`config.mk`:
```
export PLATFORM = sky130hd
export DESIGN_NAME = fifo_rd_stream_out
export DESIGN_NICKNAME = d
export VERILOG_FILES = /design/src/rtl/fifo_pkg.sv /design/src/rtl/fifo_rd_outbuf.sv /design/src/rtl/fifo_rd_stream_out.sv
export SDC_FILE = /design/constraint.sdc
export NUM_CORES = 1
export LEC_CHECK = 0
export CAP_MARGIN = 20
export CORE_UTILIZATION = 30
export DETAILED_ROUTE_END_ITERATION = 8
export GPL_ROUTABILITY_DRIVEN = 0
export GPL_TIMING_DRIVEN = 0
export HOLD_SLACK_MARGIN = 0.12
export PLACE_DENSITY = 0.52
export RECOVER_POWER = 25
export SETUP_SLACK_MARGIN = 0.02
export SYNTH_ARGS = -nofsm -noshare
export SYNTH_HDL_FRONTEND = slang
export SYNTH_SLANG_ARGS = --single-unit
```
`constraint.sdc`:
```
create_clock -name Rclk -period 2.6 [get_ports Rclk]
set_input_delay 0.39 -clock Rclk [delete_from_list [all_inputs] [get_ports Rclk]]
set_output_delay 0.39 -clock Rclk [all_outputs]
set_load 0.02 [all_outputs]
```
`src/rtl/fifo_pkg.sv`:
```
// Shared defaults for the asynchronous FIFO read-side blocks.
package fifo_pkg;

    localparam int DATA_WIDTH_DEF = 8;
    localparam int OUT_DEPTH_DEF  = 2;

    // Occupancy counters need one extra bit to represent a completely full buffer.
    function automatic int lvl_width(input int depth);
        return $clog2(depth) + 1;
    endfunction

endpackage

```
`src/rtl/fifo_rd_outbuf.sv`:
```
// Small circular output buffer: register-based entries, wrapping pointers and
// an occupancy count. Read data is presented combinationally from the read pointer.
module fifo_rd_outbuf
    import fifo_pkg::*;
#(
    parameter int DATA_WIDTH = DATA_WIDTH_DEF,
    parameter int OUT_DEPTH  = OUT_DEPTH_DEF,
    parameter int LVL_W      = lvl_width(OUT_DEPTH)
) (
    input  logic                  Rclk,
    input  logic                  Rrst,
    input  logic                  capture,
    input  logic [DATA_WIDTH-1:0] wr_data,
    input  logic                  pop,
    input  logic                  flush,
    output logic [DATA_WIDTH-1:0] rd_data,
    output logic [LVL_W-1:0]      level
);

    localparam int PTR_W = $clog2(OUT_DEPTH);

    logic [PTR_W-1:0] wr_ptr_q, wr_ptr_d;
    logic [PTR_W-1:0] rd_ptr_q, rd_ptr_d;
    logic [LVL_W-1:0] occ_q, occ_d;
    logic [OUT_DEPTH-1:0][DATA_WIDTH-1:0] entries;

    genvar gi;
    generate
        for (gi = 0; gi < OUT_DEPTH; gi++) begin : g_entry
            logic [DATA_WIDTH-1:0] entry_q, entry_d;

            always_comb begin
                entry_d = entry_q;
                if (capture && (wr_ptr_q == PTR_W'(gi))) begin
                    entry_d = wr_data;
                end
            end

            always_ff @(posedge Rclk or negedge Rrst) begin
                if (!Rrst) begin
                    entry_q <= '0;
                end else begin
                    entry_q <= entry_d;
                end
            end

            assign entries[gi] = entry_q;
        end
    endgenerate

    // Flush only rewinds the bookkeeping; entry contents are left stale on purpose.
    always_comb begin
        wr_ptr_d = wr_ptr_q + PTR_W'(capture);
        rd_ptr_d = rd_ptr_q + PTR_W'(pop);
        occ_d    = occ_q + LVL_W'(capture) - LVL_W'(pop);
        if (flush) begin
            wr_ptr_d = '0;
            rd_ptr_d = '0;
            occ_d    = '0;
        end
    end

    always_ff @(posedge Rclk or negedge Rrst) begin
        if (!Rrst) begin
            wr_ptr_q <= '0;
            rd_ptr_q <= '0;
            occ_q    <= '0;
        end else begin
            wr_ptr_q <= wr_ptr_d;
            rd_ptr_q <= rd_ptr_d;
            occ_q    <= occ_d;
        end
    end

    assign rd_data = entries[rd_ptr_q];
    assign level   = occ_q;

endmodule

```
`src/rtl/fifo_rd_stream_out.sv`:
```
// Read-side unloader: pops the async FIFO whenever the output buffer has room
// and forwards the words as a valid/ready stream.
module fifo_rd_stream_out
    import fifo_pkg::*;
#(
    parameter int DATA_WIDTH = DATA_WIDTH_DEF,
    parameter int OUT_DEPTH  = OUT_DEPTH_DEF,
    parameter int LVL_W      = lvl_width(OUT_DEPTH)
) (
    input  logic                  Rclk,
    input  logic                  Rrst,
    input  logic                  Rempty,
    output logic                  Rinc,
    input  logic [DATA_WIDTH-1:0] Rdata,
    input  logic                  Flush,
    output logic                  Out_valid,
    output logic [DATA_WIDTH-1:0] Out_data,
    input  logic                  Out_ready,
    output logic [LVL_W-1:0]      Out_level
);

    logic             inflight_q, inflight_d;
    logic             pop;
    logic             capture;
    logic [LVL_W:0]   pending;

    // Words already committed (buffered + one in flight) minus the one leaving now
    // must stay below the depth before another pop from the FIFO is allowed.
    always_comb begin
        Out_valid  = (Out_level != '0) & ~Flush;
        pop        = Out_valid & Out_ready;
        capture    = inflight_q & ~Flush;
        pending    = {1'b0, Out_level} + (LVL_W+1)'(inflight_q) - (LVL_W+1)'(pop);
        Rinc       = Rrst & ~Rempty & ~Flush & (pending < (LVL_W+1)'(OUT_DEPTH));
        inflight_d = Rinc;
    end

    always_ff @(posedge Rclk or negedge Rrst) begin
        if (!Rrst) begin
            inflight_q <= 1'b0;
        end else begin
            inflight_q <= inflight_d;
        end
    end

    fifo_rd_outbuf #(
        .DATA_WIDTH (DATA_WIDTH),
        .OUT_DEPTH  (OUT_DEPTH),
        .LVL_W      (LVL_W)
    ) u_outbuf (
        .Rclk    (Rclk),
        .Rrst    (Rrst),
        .capture (capture),
        .wr_data (Rdata),
        .pop     (pop),
        .flush   (Flush),
        .rd_data (Out_data),
        .level   (Out_level)
    );

endmodule

```
Yosys cells after proc, flatten, opt, wreduce, memory -nomap -nowiden
Index checks and enable logic that the tools add are counted.
Widths: inputs -> output; s select.
Storage, ports and cells
  register bits: 21
Operators by class
  order comparisons: 2
  $add $sub $neg: 6
  bitwise operators: 9
  reduce and logical (&&, ||, !) cells: 3
  muxes and demuxes: 5
Operator list (count)
  $mux 8: 2
  $and 1x1->1: 6
  $add 2x1->3: 1
  $lt 3x2->1 const B: 1
  $not 1->1: 3
  $sub 3x1->3: 1
  $add 1x1->1: 2
  $add 2x1->2: 1
  $logic_and 1x1->1: 2
  $lt 1x2->1 const B: 1
  $mux 1: 2
  $mux 2: 1
  $reduce_bool 2->1: 1
  $sub 2x1->2: 1

Logic depth before layout (Yosys ltp)
  depth after elaboration: 6
  depth in mapped cells: 8
  depth with buffers taken out: 8

Cells and area by module
From an unflattened synthesis, not the netlist that was laid out.
Second synthesis, totals
  cells, all modules: 72
  area, all modules: 1026.0 µm²
Modules (own cells, without submodules)
  fifo_rd_outbuf: times used 1, area each 914.6 µm², cells an instance 60, seq. area each 500.5 µm²
  fifo_rd_stream_out: times used 1, area each 111.4 µm², cells an instance 12, seq. area each 25.0 µm²

Least setup slack after synthesis
OpenSTA, ideal clock, no wires.
  path kind: flip-flop to output port
  from: register u_outbuf.occ_q[1], in the netlist u_outbuf.level[1]
  to: output Rinc
  arrival: 2084 ps
  cell stages (with the launch flop): 9
  slack: 126 ps
  cell sequence: dfrtp_1 > nor2_1 > nor3b_1 > ha_1 > inv_1 > nand2_1 > fa_1 > nand4bb_1 > nor2_1
On the way
  cells in the longest elaborated chain, start to end: 6
  elaborated cells between the ends (all ways): 7
  those cells by class: add/sub (2); order compare (1); bitwise (3); reduce/logical (1)
RTL lines
  from (decl): line fifo_rd_outbuf.sv:24  | logic [LVL_W-1:0] occ_q, occ_d;
  from (signal assigned): line fifo_rd_outbuf.sv:67  | occ_q <= '0;
  from (signal assigned): line fifo_rd_outbuf.sv:71  | occ_q <= occ_d;
  $reduce_bool 2->1: line fifo_rd_stream_out.sv:30  | Out_valid = (Out_level != '0) & ~Flush;
  $and 1x1->1: line fifo_rd_stream_out.sv:30
  $and 1x1->1: line fifo_rd_stream_out.sv:31  | pop = Out_valid & Out_ready;
  $sub 3x1->3 *: line fifo_rd_stream_out.sv:33  | pending = {1'b0, Out_level} + (LVL_W+1)'(inflight_q) - (LVL_W+1)'(pop);
  $lt 3x2->1 *: line fifo_rd_stream_out.sv:34  | Rinc = Rrst & ~Rempty & ~Flush & (pending < (LVL_W+1)'(OUT_DEPTH));
  $and 1x1->1 *: line fifo_rd_stream_out.sv:34
  to (decl): line fifo_rd_stream_out.sv:13  | output logic Rinc,
Mark *: on every way between the ends. The rest lies on a longest branch, timed or not.

Final worst setup path
  from: register u_outbuf.occ_q[0], in the netlist u_outbuf.level[0]
  to: output Rinc
The elaborated chain is that of the path after synthesis.

==> flow_metrics.env <==
export IMPL_synth_ff_type="dfrtp_1"
export IMPL_synth_edff_count=0
export IMPL_tightest_slew_ns=0.3858
export IMPL_fin_ws_ns=-0.01316
export IMPL_syn_inst=76
export IMPL_finClkSkew_ns=0.01548
export IMPL_die_x_um=60.73
export IMPL_final_cell_count_no_fill=151
export IMPL_critPathRequiredTime_ns=2.21
export IMPL_synth_area_leader_cell="dfrtp_1"
export IMPL_arrival_ns=2.22
export IMPL_critPathKind="flop to primary output"
export IMPL_clk_pin_slew_worst_paths_ns=0.13
export IMPL_htree_levels=1
export IMPL_nets=127
export IMPL_hold_buffers=0
export IMPL_peakVddDrop_mv=0.1874
export IMPL_dieArea_mm2=0.003688
export IMPL_fin_crit_ns=2.613
export IMPL_final_util_pct=44.48
export IMPL_ys_top_cells_by_area="dfrtp_1 (51%), mux2_2 (26%), ha_1 (6.0%), nor2_1 (2.2%), fa_1 (1.9%)"
export IMPL_finalCritPeriodShare_pct=100.5
export IMPL_grt_pass1_vias=651
export IMPL_hold_class="input pin to flop"
export IMPL_core_area_mm2=0.003153
export IMPL_vias_per_cell=4.344
export IMPL_fillers=311
export IMPL_maxSlewViolCount=0
export IMPL_cts_sinks=21
export IMPL_io_buffers=23
export IMPL_drive_gt1_share_pct=41.12
export IMPL_initial_core_util_pct=32.82
export IMPL_grt_start_max_net_pins=23
export IMPL_antennaDiodeCount=0
export IMPL_regArea_um2=526.8
export IMPL_dp_hpwl_um=1231
export IMPL_antenna_found_initial=0
export IMPL_cts_made_buffers=3
export IMPL_ant_nets=0
export IMPL_cts_tree="done"
export IMPL_async_flop_share_pct=100.0
export IMPL_drtIter0Drc=8
export IMPL_synth_seq_cells=21
export IMPL_clock_tree_root_cell="clkbuf_4"
export IMPL_ys_top_cells_by_count="mux2_2 (24), dfrtp_1 (21), nor2_1 (6), ha_1 (5), inv_1 (5)"
export IMPL_track_usage_pct=11.70
export IMPL_fmax_ghz=0.3827
export IMPL_totalWireLength_um=1875
export IMPL_p_leak_nw=0.6339
export IMPL_end_kind="primary output"
export IMPL_synth_cell_types=18
export IMPL_start_kind="flop"
export IMPL_powerDensity_mw_per_mm2=682.7
export IMPL_crit_fanout=3
export IMPL_ys_warnings_count=0
export IMPL_wl_per_cell_um=12.42
export IMPL_yosysMostFrequentCell="mux2_2"
export IMPL_syn_avg_cell_area_um2=13.62
export IMPL_syn_cell_area_mm2=0.001035
export IMPL_clockBufferDepth=2
export IMPL_area_delta_synth_final_pct=35.55
export IMPL_rows=20
export IMPL_place_inst=143
export IMPL_hold_violations=0
export IMPL_slew_limit_headroom_pct=74.19
export IMPL_dr_total_vias=656
export IMPL_grt_overflow_total=0
export IMPL_clk_latency_ns=0.31
export IMPL_multi_input_area_um2=479.2
export IMPL_dr_pass1_iters=2
export IMPL_setup_viol=1
export IMPL_status="finished, violations left"
export IMPL_ios=25
export IMPL_ys_seq_area_share_pct=50.79
export IMPL_drc=0
export IMPL_rsz0062_at_grt="yes"
export IMPL_violations="setup timing"
export IMPL_max_cap_violations=0
export IMPL_die_h_um=60.73
export IMPL_synth_top_area_share_pct=50.79
export IMPL_synth_nets=95
export IMPL_grt_pass1_wl_um=2994
## stage by stage
step / setup slack [ns] / hold slack [ns] / TNS (ns) / power (mW) / cell area (µm²)
3_3_place_gp: -0.6159 / 0.4831 / -0.6159 / 0.7842 / 1320
5_1_grt: -0.1441 / 0.3108 / -0.1441 / 1.014 / 1403
6_report: -0.01316 / 0.3094 / -0.01316 / 0.9575 / 1403
4_1_cts: -0.04703 / 0.3056 / -0.04703 / 0.9645 / 1381
3_5_place_dp: -0.6388 / 0.4912 / -0.6388 / 0.7917 / 1320
2_1_floorplan: 0.1256 / 0.09441 / 0 / 0.6385 / 1035
## state kept, by name, summed over array words and instances, names as in the netlist
register,cells
u_outbuf.level,2
u_outbuf.rd_ptr_q,1
inflight_q,1
u_outbuf.g_entry.entry_q,16
u_outbuf.wr_ptr_q,1
## layout make-up
cell class	count	area share (%)
buffer	4	2.052
clock buffer	4	1.873
inverter	5	1.338
multi-input combinational	46	34.17
sequential	21	37.56
tap	44	3.925
timing repair buffer	27	19.09
## final timing paths
| kind | start | endpoint | slack, ns | depth (start not counted) |
|---|---|---|---|---|
| setup / recovery | u_outbuf.level[0] | Rinc | -0.01 | 9 |
| hold / removal | Flush | u_outbuf.level[0] | 0.31 | 2 |
| setup reg to reg | u_outbuf.level[0] | inflight_q | 0.74 | 8 |
| hold reg to reg | u_outbuf.g_entry[0].entry_q[1] | u_outbuf.g_entry[0].entry_q[1] | 0.52 | 1 |
| max in group asynchronous | Rrst | u_outbuf.level[1] | 1.72 | 2 |
| min in group asynchronous | Rrst | u_outbuf.g_entry[0].entry_q[7] | 0.42 | 1 |
## layer usage
metal  vias up  share of wire [%]  GRT usage (%)
li1        319                  -              -
met1       318                 50          14.73
met2        17                 44          19.00
met3         2                5.3          2.559
met4         0               0.59          5.844
met5         -                  0              0
## where the power goes
part | internal (mW) | switching (mW) | leakage [nW] | total, mW
clock | 0.0598 | 0.102 | 0.0150 | 0.162
sequential | 0.392 | 0.0313 | 0.273 | 0.423
combinational | 0.217 | 0.155 | 0.346 | 0.372
## placed cells by master (no fill, tap or decap)
master           Yosys  final
clkbuf_4             0      3
buf_6                1      2
nand4bb_1            1      1
nor2_1               6      4
buf_8                0      1
clkbuf_1             0      1
nor3b_2              0      1
fa_1                 1      1
nor2b_1              2      2
inv_1                5      4
nor2b_4              1      1
mux2_4               1      1
dfrtp_2              0      1
ha_1                 5      5
nor2_2               0      1
clkdlybuf4s50_1      0     20
nand2_2              0      1
inv_2                0      1
buf_4                1      4
dlygate4sd2_1        0      1
o21ai_1              1      1
xor2_1               1      1
buf_2                2      2
dlygate4sd3_1        0      1
mux2_2              24     24
xnor2_1              1      1
nor2_4               0      1
dfrtp_1             21     20
## critical path, cell delays in order, from the launching register on
cell,delay (ns)
dfrtp_1,0.44
nor2_4,0.05
nor3b_2,0.17
ha_1,0.26
inv_2,0.07
nand2_2,0.06
fa_1,0.48
nand4bb_1,0.12
nor2_2,0.15
buf_6,0.13
## logic make-up after synthesis
group	share of synthesized area, %
XOR/XNOR	1.693
AND/OR/NAND/NOR	6.892
buffers and inverters	4.595
AO/OA/AOI/OAI	0.4832
multiplexers	27.57
adder cells (fa/ha/maj)	7.981
flip-flops	50.79
## repair_timing
action / 4_1_cts / 5_1_grt
buffers inserted: 3 / 0
pin swaps: 3 / 3
setup endpoints to repair: 1 / 1
gates resized for setup: 12 / 2
Power figures use the tool's default switching activity.
==> RTL change: new RTL, config.mk and constraints unchanged <==
The package constant `DATA_WIDTH_DEF` goes from 8 to 12.
--- a/src/rtl/fifo_pkg.sv
+++ b/src/rtl/fifo_pkg.sv
@@ -1,7 +1,7 @@
 // Shared defaults for the asynchronous FIFO read-side blocks.
 package fifo_pkg;
 
-    localparam int DATA_WIDTH_DEF = 8;
+    localparam int DATA_WIDTH_DEF = 12;
     localparam int OUT_DEPTH_DEF  = 2;
 
     // Occupancy counters need one extra bit to represent a completely full buffer.
Ports: changed (resized Out_data and Rdata); port bits go from 25 to 33. The function was not compared with the original's and may differ.
==> RTL change against the unedited design <==
  * Count of clock-buffer cells in the layout grew 3
  * Via count rose by 37%
  * Wire length up 50%
  * Synthesized area is 32% higher
  * Worst setup slack better by 45 ps
  * Sequential power rose by 41%
  * Synthesized cell count rose by 26%
  * Clock power increased to 2.5 times the old value
  * Design area is 36% higher
  * Total power grew 60%
  * Sequential cell count is 8 higher
  * Largest cell class unchanged
  * Largest power group unchanged
  * Highest routed layer unchanged
==> RTL change: results (changes against the unedited design) <==
| Metric | Value |
|---|---|
| Status | `finished clean (was complete, but fails checks)` |
| Met2 GRT Util | `21.0% (was 19.0%)` |
| Worst hold path type | `in2reg (unchanged)` |
| Met1 global-route usage | `14.4% (was 14.7%)` |
| P_leak | `0.862 nW (was 0.634 nW)` |
| Peak supply drop | `0.000363 V (was 0.000187 V)` |
| HPWL after DPL | `1960 µm (was 1230 µm)` |
| Met3 Track Usage GR | `5.38% (was 2.56%)` |
| 1st-iter DRT viols | `10 (was 8)` |
| Max reg flops | `24 (was 16)` |
| Top post-synthesis cells by area | `dfrtp_1 53%, mux2_2 30%, ha_1 4.6% (was dfrtp_1 51%, mux2_2 26%, ha_1 6.0%)` |
| Port-buffer cells | `31 (was 23)` |
| Clk Latency, worst-skew pair | `280 ps (was 310 ps)` |
| Async SR Flop Fraction | `100% (unchanged)` |
| Critical Path AT | `2180 ps (was 2220 ps)` |
| Post-Synth Adder-Cell Area | `6.04% (was 7.98%)` |
| Largest net degree at the start of global routing | `18 (was 23)` |
| Compound-Gate Fraction of Synth Area | `0.366% (was 0.484%)` |
| Syn Nets | `119 (was 95)` |
| Vias in the first global route | `948 (was 651)` |
| Sequential-to-total area share from yosys stat | `53.1% (was 50.8%)` |
| Flop-to-flop setup slack | `760 ps (was 740 ps)` |
| Nets@finish | `161 (was 127)` |
| GRT Total Usage | `12.8% (was 11.7%)` |
| Mux cell area share after synthesis | `30.5% (was 27.6%)` |
| Total CTS buffers | `5 (was 3)` |
| H-tree Lvls | `2 (was 1)` |
| Slew headroom | `48.5% (was 74.2%)` |
| First-pass GRT wire length | `4620 µm (was 2990 µm)` |
| Layout cells sized above 1 | `43.9% (was 41.1%)` |
| Non-filler cells, final | `191 (was 151)` |
| Worst-path fanout max | `3 (unchanged)` |
| Final wirelength | `2810 µm (was 1880 µm)` |
| Skew final | `4.33 ps (was 15.5 ps)` |
| DP Cell Count | `180 (was 143)` |
| Post-Syn Area per Cell | `14.2 µm² (was 13.6 µm²)` |
| Routed vias/inst | `4.69 (was 4.34)` |
| Cell area after placement | `1770 µm² (was 1320 µm²)` |
| CTS clk-pin slew, worst paths | `60 ps (was 130 ps)` |
[RTL change: cell count changes in the layout (fill, tap and decap cells not counted), moves of 2 or more]
cell and change:
buf_4 +2, clkdlybuf4s50_1 +8, dfrtp_1 +8, mux2_2 +13, buf_2 -2, clkbuf_8 +7, clkbuf_4 -3
[RTL change: worst paths after layout]
check / to
min: u_outbuf.level[1]
max in group asynchronous: u_outbuf.level[1]
max: Rinc
min reg2reg: u_outbuf.g_entry[1].entry_q[8]
max reg2reg: inflight_q
min in group asynchronous: u_outbuf.g_entry[1].entry_q[6]
[RTL change: final cells by class]
cell class,instances,area (µm²)
fillers,395,2440
flip-flops and latches,29,727
multi-input cells,58,606
repair buffers,35,360
clock buffers,7,96.3
well taps,52,65.1
plain buffers,4,33.8
inverters,5,18.8
clock inverters,1,5.00
[RTL change: kinds of logic (layout without fill, tap and decap cells)]
logic type | count (synthesis) | count (layout)
and+or+nand+nor | 12 | 12
AOI/OAI and AO/OA | 1 | 1
buffers and inverters | 9 | 52
DFF | 29 | 29
xor gates and xnor gates | 2 | 2
adders and majority gates | 6 | 6
muxes | 37 | 37
[RTL change: worst max-delay path, cell delays in order, from the launching register on]
cell       delay [ps]
dfrtp_1           420
nor2_4             60
nor3b_2           180
ha_1              260
inv_2              60
nand2_2            50
fa_1              470
nand4bb_1         120
nor2_2            130
buf_6             130
[RTL change: routing by layer]
metal / part of all wire [%] / routed length [µm]
met3: 6.7 / 188
met1: 41 / 1160
met2: 50 / 1410
met4: 1.7 / 47
met5: 0 / 0
[RTL change: timing repair]
item                       CTS  global route
pin swaps                    3             0
resized for setup           12             2
setup endpoints to repair    1             1
setup buffers                3             0
[RTL change: report_power, final]
part | switching, mW | total (mW) | internal [mW]
Clock | 0.172 | 0.411 | 0.239
Combinational | 0.221 | 0.529 | 0.307
Sequential | 0.0482 | 0.596 | 0.548
[RTL change: per-stage QoR]
stage | util (%) | worst slack [ps] | power, mW
4_1_cts | 43.8 | 23.0 | 1.56
2_1_floorplan | - | 126 | 0.893
3_5_place_dp | 40.6 | -615 | 1.12
3_3_place_gp | 40.0 | -634 | 1.11
6_report | 43.9 | 32.2 | 1.54
5_1_grt | 43.9 | -81.0 | 1.61
